**config.mk**
```make
export PLATFORM = sky130hd
export DESIGN_NAME = dest_track_pipe
export DESIGN_NICKNAME = d
export VERILOG_FILES = /design/src/rtl/dest_track_pipe.sv
export SDC_FILE = /design/constraint.sdc
export NUM_CORES = 1
export LEC_CHECK = 0
export ABC_CLOCK_PERIOD_IN_PS = 2750
export BUFFER_PORTS_ARGS = -buffer_cell sky130_fd_sc_hd__buf_4
export CAP_MARGIN = 20
export CORE_AREA = 2 2 62 64
export DETAILED_ROUTE_END_ITERATION = 8
export DIE_AREA = 0 0 64 66
export GPL_TIMING_DRIVEN = 0
export HOLD_SLACK_MARGIN = 0.08
export PLACE_DENSITY_LB_ADDON = 0.15
export SYNTH_ARGS = -nofsm -noshare
export SYNTH_HDL_FRONTEND = slang
export SYNTH_SLANG_ARGS = --single-unit
```
**constraint.sdc**
```tcl
create_clock -name clk -period 2.75 [get_ports clk]
set_input_delay 0.55 -clock clk [delete_from_list [all_inputs] [get_ports clk]]
set_output_delay 0.55 -clock clk [all_outputs]
set_load 0.05 [all_outputs]
```
**src/rtl/dest_track_pipe.sv**
```systemverilog
// dest_track_pipe: EX/MEM/WB destination tracking, forwarding write-enable pairs and load-use bubble insertion
module dest_track_pipe #(
  parameter int REGFILE_LOGSIZE = 5,
  parameter int CNT_W = 16
) (
  input  logic                       clk,
  input  logic                       rst_n,
  input  logic                       id_valid,
  input  logic                       id_we,
  input  logic                       id_is_load,
  input  logic [REGFILE_LOGSIZE-1:0] id_rd,
  input  logic [REGFILE_LOGSIZE-1:0] id_rs1,
  input  logic [REGFILE_LOGSIZE-1:0] id_rs2,
  input  logic                       id_uses_rs1,
  input  logic                       id_uses_rs2,
  input  logic                       stall_ext,
  input  logic                       flush,
  output logic                       ex_regwrs,
  output logic [REGFILE_LOGSIZE-1:0] ex_regw,
  output logic                       regwrs_1d,
  output logic [REGFILE_LOGSIZE-1:0] regw_1d,
  output logic                       regwrs_2d,
  output logic [REGFILE_LOGSIZE-1:0] regw_2d,
  output logic                       load_use_stall,
  output logic [CNT_W-1:0]           stall_cnt
);
  typedef struct packed {
    logic                       v;
    logic                       we;
    logic                       ld;
    logic [REGFILE_LOGSIZE-1:0] rd;
  } ent_t;
  ent_t ex, mem, wb;
  always_comb begin
    ex_regwrs = ex.v & ex.we & (|ex.rd);
    ex_regw = ex.rd;
    regwrs_1d = mem.v & mem.we & (|mem.rd);
    regw_1d = mem.rd;
    regwrs_2d = wb.v & wb.we & (|wb.rd);
    regw_2d = wb.rd;
    load_use_stall = id_valid & ex.v & ex.ld & ex.we & (|ex.rd) &
                     ((id_uses_rs1 & (id_rs1 == ex.rd)) | (id_uses_rs2 & (id_rs2 == ex.rd)));
  end
  always_ff @(posedge clk or negedge rst_n) begin
    if (!rst_n) begin
      ex <= '0;
      mem <= '0;
      wb <= '0;
      stall_cnt <= '0;
    end else if (!stall_ext) begin
      wb <= mem;
      mem <= ex;
      ex <= (flush | load_use_stall) ? '0 : {id_valid, id_we & id_valid, id_is_load & id_valid, id_rd};
      if (load_use_stall && !flush && stall_cnt != '1) stall_cnt <= stall_cnt + 1'b1;
    end
  end
endmodule

```
==> impl_metrics.py <==
metrics = {
    "layout": {
        "nets": 238,
        "fin_cells": 262,
        "fillerInstances": 282,
        "syn2layout_area_growth_pct": 32.3,
        "fin_area_um2": 2450,
        "drive_gt1_frac": 0.477,
        "diodes": 0,
    },
    "placement": {
        "dp_cells": 254,
        "portBuffers": 57,
        "postPlaceCellArea_um2": 2340,
        "gp_congestion": 0.781,
        "post-dp-hpwl_um": 2990,
    },
    "sta": {
        "final_max_slew_viol_count": 0,
        "grt_setup_unrepaired": "false",
        "fin_crit_sh": 0.924,
        "hold_viol": 0,
        "fmax_ghz": 0.394,
        "min_period_ps": 2540,
        "setup_viol": 0,
        "finalClockSkew_ps": 10.7,
        "slew_headroom": 0.652,
        "tns_ps": 0,
        "worst_slew_pin_slew_ps": 522,
    },
    "setup_path": {
        "cp.arrival_ps": 1990,
        "endpoint_kind": "primary output",
        "cp.required_ps": 2200,
        "rrSetupSlack_ps": 710,
        "slowest_delay_ps": 470,
        "cp-start-kind": "flop",
        "cp_cell_sequence": "or3_1 > o311a_1 > and3b_4 > buf_4",
        "reg2reg_depth": 5,
        "crit_type": "reg -> out",
        "slowest_stage": "dfrtp_1",
        "r2r-end": "ex[5]$_DFFE_PN0N_",
        "critPathTopFamily": "simple AND/OR/NAND/NOR gates",
        "cp_max_fo": 6,
        "reg2reg_from": "ex_regw[0]$_DFFE_PN0N_",
        "path_buf_inv": 1,
    },
    "die": {
        "io_pins": 59,
        "fp.dieArea_um2": 4220,
        "die_h_um": 66,
        "placementRows": 22,
        "core_um2": 3550,
        "die_x_um": 64,
        "start_util": 0.523,
    },
    "yosys": {
        "synth_seq_cells": 38,
        "yosysSeqAreaShare": 0.512,
        "synthSimpleGateAreaFrac": 0.121,
        "synth_edf_count": 0,
        "synth_top_family_by_area": "simple AND/OR/NAND/NOR gates",
        "async_reset_ff_frac": 1.00,
        "synth.area.top_cells": "dfrtp_1 (51%), xnor2_1 (11%), mux2_2 (9.1%)",
        "synth_xor_area_frac": 0.118,
        "avgSynthCellArea_um2": 12.5,
        "post-synth-top-area-cell": "dfrtp_1",
        "synth_nets": 174,
        "yosysMostFrequentCell": "dfrtp_1",
        "synthMuxAreaShare": 0.0910,
        "synthFlopType": "dfrtp_1",
        "synth_compound_area_frac": 0.0661,
        "yosys_warnings": 0,
        "synthAdderAreaFrac": 0.00674,
        "syn-instance-count": 149,
        "ys_types": 27,
        "synth_top_area_share": 0.512,
        "synth_common_cells": "dfrtp_1 (38), xnor2_1 (24), buf_4 (15), mux2_2 (15), nand4_1 (9)",
        "syn_area_um2": 1860,
    },
    "job": {
        "maxCapViolCount": 0,
    },
    "clock_tree": {
        "cts_buffers": 5,
        "path_clk_slew_ps": 120,
        "clockBufferDepth": 2,
        "htreeDepth": 2,
        "cts_resized": 0,
        "cts_tree": "done",
        "post-cts-setup-buffers": 0,
        "root_buffer": "clkbuf_4",
        "clock-sinks": 38,
        "clk_latency_ps": 350,
        "holdBufCountCts": 0,
    },
    "route": {
        "drtIter0Drc": 51,
        "viasPerCell": 5.31,
        "vias": 1391,
        "final_antenna_net_count": 0,
        "first_pass_iters": 4,
        "avgRoutedWirePerCell_um": 15.4,
        "drc": 0,
        "wl_um": 4040,
    },
    "pwr": {
        "p_per_area_nw_per_um2": 573,
        "pwr-share-seq": 0.445,
        "internal-power_mw": 1.03,
        "p_comb_frac": 0.202,
        "p_leak_nw": 1.24,
        "p_sw_frac": 0.268,
        "clkPwrFrac": 0.353,
        "p_total_mw": 1.41,
        "vdd_drop_max_mv": 0.427,
        "p_sw_mw": 0.376,
    },
    "global_route": {
        "grt_pass1_wl_um": 6400,
        "grt_start_max_net_pins": 39,
        "grt_antenna_before_repair": 0,
        "grt_pass1_vias": 1369,
        "grt.total_usage": 0.205,
        "grt_overflow": 0,
    },
    "outcome": {
        "outcome": "complete, no violations",
    },
    "min_path": {
        "worstHoldPathType": "in -> async",
    },
}
flip-flops by register name, summed over array words and instances (netlist names):
signal and flops:
wb 2, regw_2d 5, ex 3, regw_1d 5
mem 2, stall_cnt 16, ex_regw 5
power by group through the flow:
stage               sequential [mW]  clock [mW]  combinational (mW)
floorplan                     0.626           0               0.199
global placement              0.635           0               0.280
detailed placement            0.638           0               0.287
CTS                           0.626       0.509               0.288
global route                  0.631       0.531               0.300
finish                        0.626       0.496               0.285
how the worst max path moves through the flow:
stage / from / end / cells after the start
4_1_cts: ex_regw[0]$_DFFE_PN0N_ / load_use_stall / 4
5_1_grt: ex_regw[0]$_DFFE_PN0N_ / load_use_stall / 4
6_report: ex_regw[0]$_DFFE_PN0N_ / load_use_stall / 4
2_1_floorplan: ex_regw[0]$_DFFE_PN0N_ / load_use_stall / 3
3_3_place_gp: id_rs1[4] / load_use_stall / 6
3_5_place_dp: id_rs1[1] / load_use_stall / 6
layout by cell type, fill, tap and decap left out, drive strengths merged:
master | synthesis | final
a22o | 6 | 6
a32o | 2 | 2
and2 | 2 | 2
and3 | 5 | 5
and3b | 1 | 1
and4 | 2 | 2
buf | 18 | 75
bufinv | 0 | 2
clkbuf | 2 | 8
dfrtp | 38 | 38
ha | 1 | 1
inv | 1 | 1
mux2 | 15 | 15
nand2 | 5 | 5
nand3 | 7 | 7
nand4 | 9 | 9
nor3 | 2 | 2
o2111a | 1 | 1
o22ai | 1 | 1
o311a | 3 | 3
or3 | 3 | 3
xnor2 | 24 | 24
xor2 | 1 | 1
cell families after synthesis:
kind of cell             after synthesis
AO/OA/AOI/OAI                         13
multiplexers                          15
AND/OR/NAND/NOR                       36
adder cells (fa/ha/maj)                1
flip-flops                            38
XOR/XNOR                              25
buffers and inverters                 21
layout make-up:
class | count | area, um^2 | area share
plain buffers | 20 | 154 | 0.0627
clock buffers | 6 | 51.3 | 0.0209
clock inverters | 2 | 60.1 | 0.0245
inverters | 1 | 3.75 | 0.00153
multi-input cells | 90 | 747 | 0.304
flip-flops and latches | 38 | 951 | 0.387
well taps | 48 | 60.1 | 0.0245
repair buffers | 57 | 428 | 0.174
per-layer routing:
metal  share of wire  vias to the layer above  GRT usage
met5               0                        -          0
li1                -                      655          -
met4          0.0092                        0     0.0652
met3           0.043                        4     0.0681
met2            0.56                       29      0.380
met1            0.39                      703      0.219
metrics by stage:
step	util	setup slack, ps	hold WS (ps)
after detailed placement	0.660	558	484
after global routing	0.691	144	143
after floorplan	-	567	254
after CTS	0.691	199	140
after global placement	0.660	596	478
final	0.691	209	143
No activity file was read; power rests on OpenSTA's default activity.
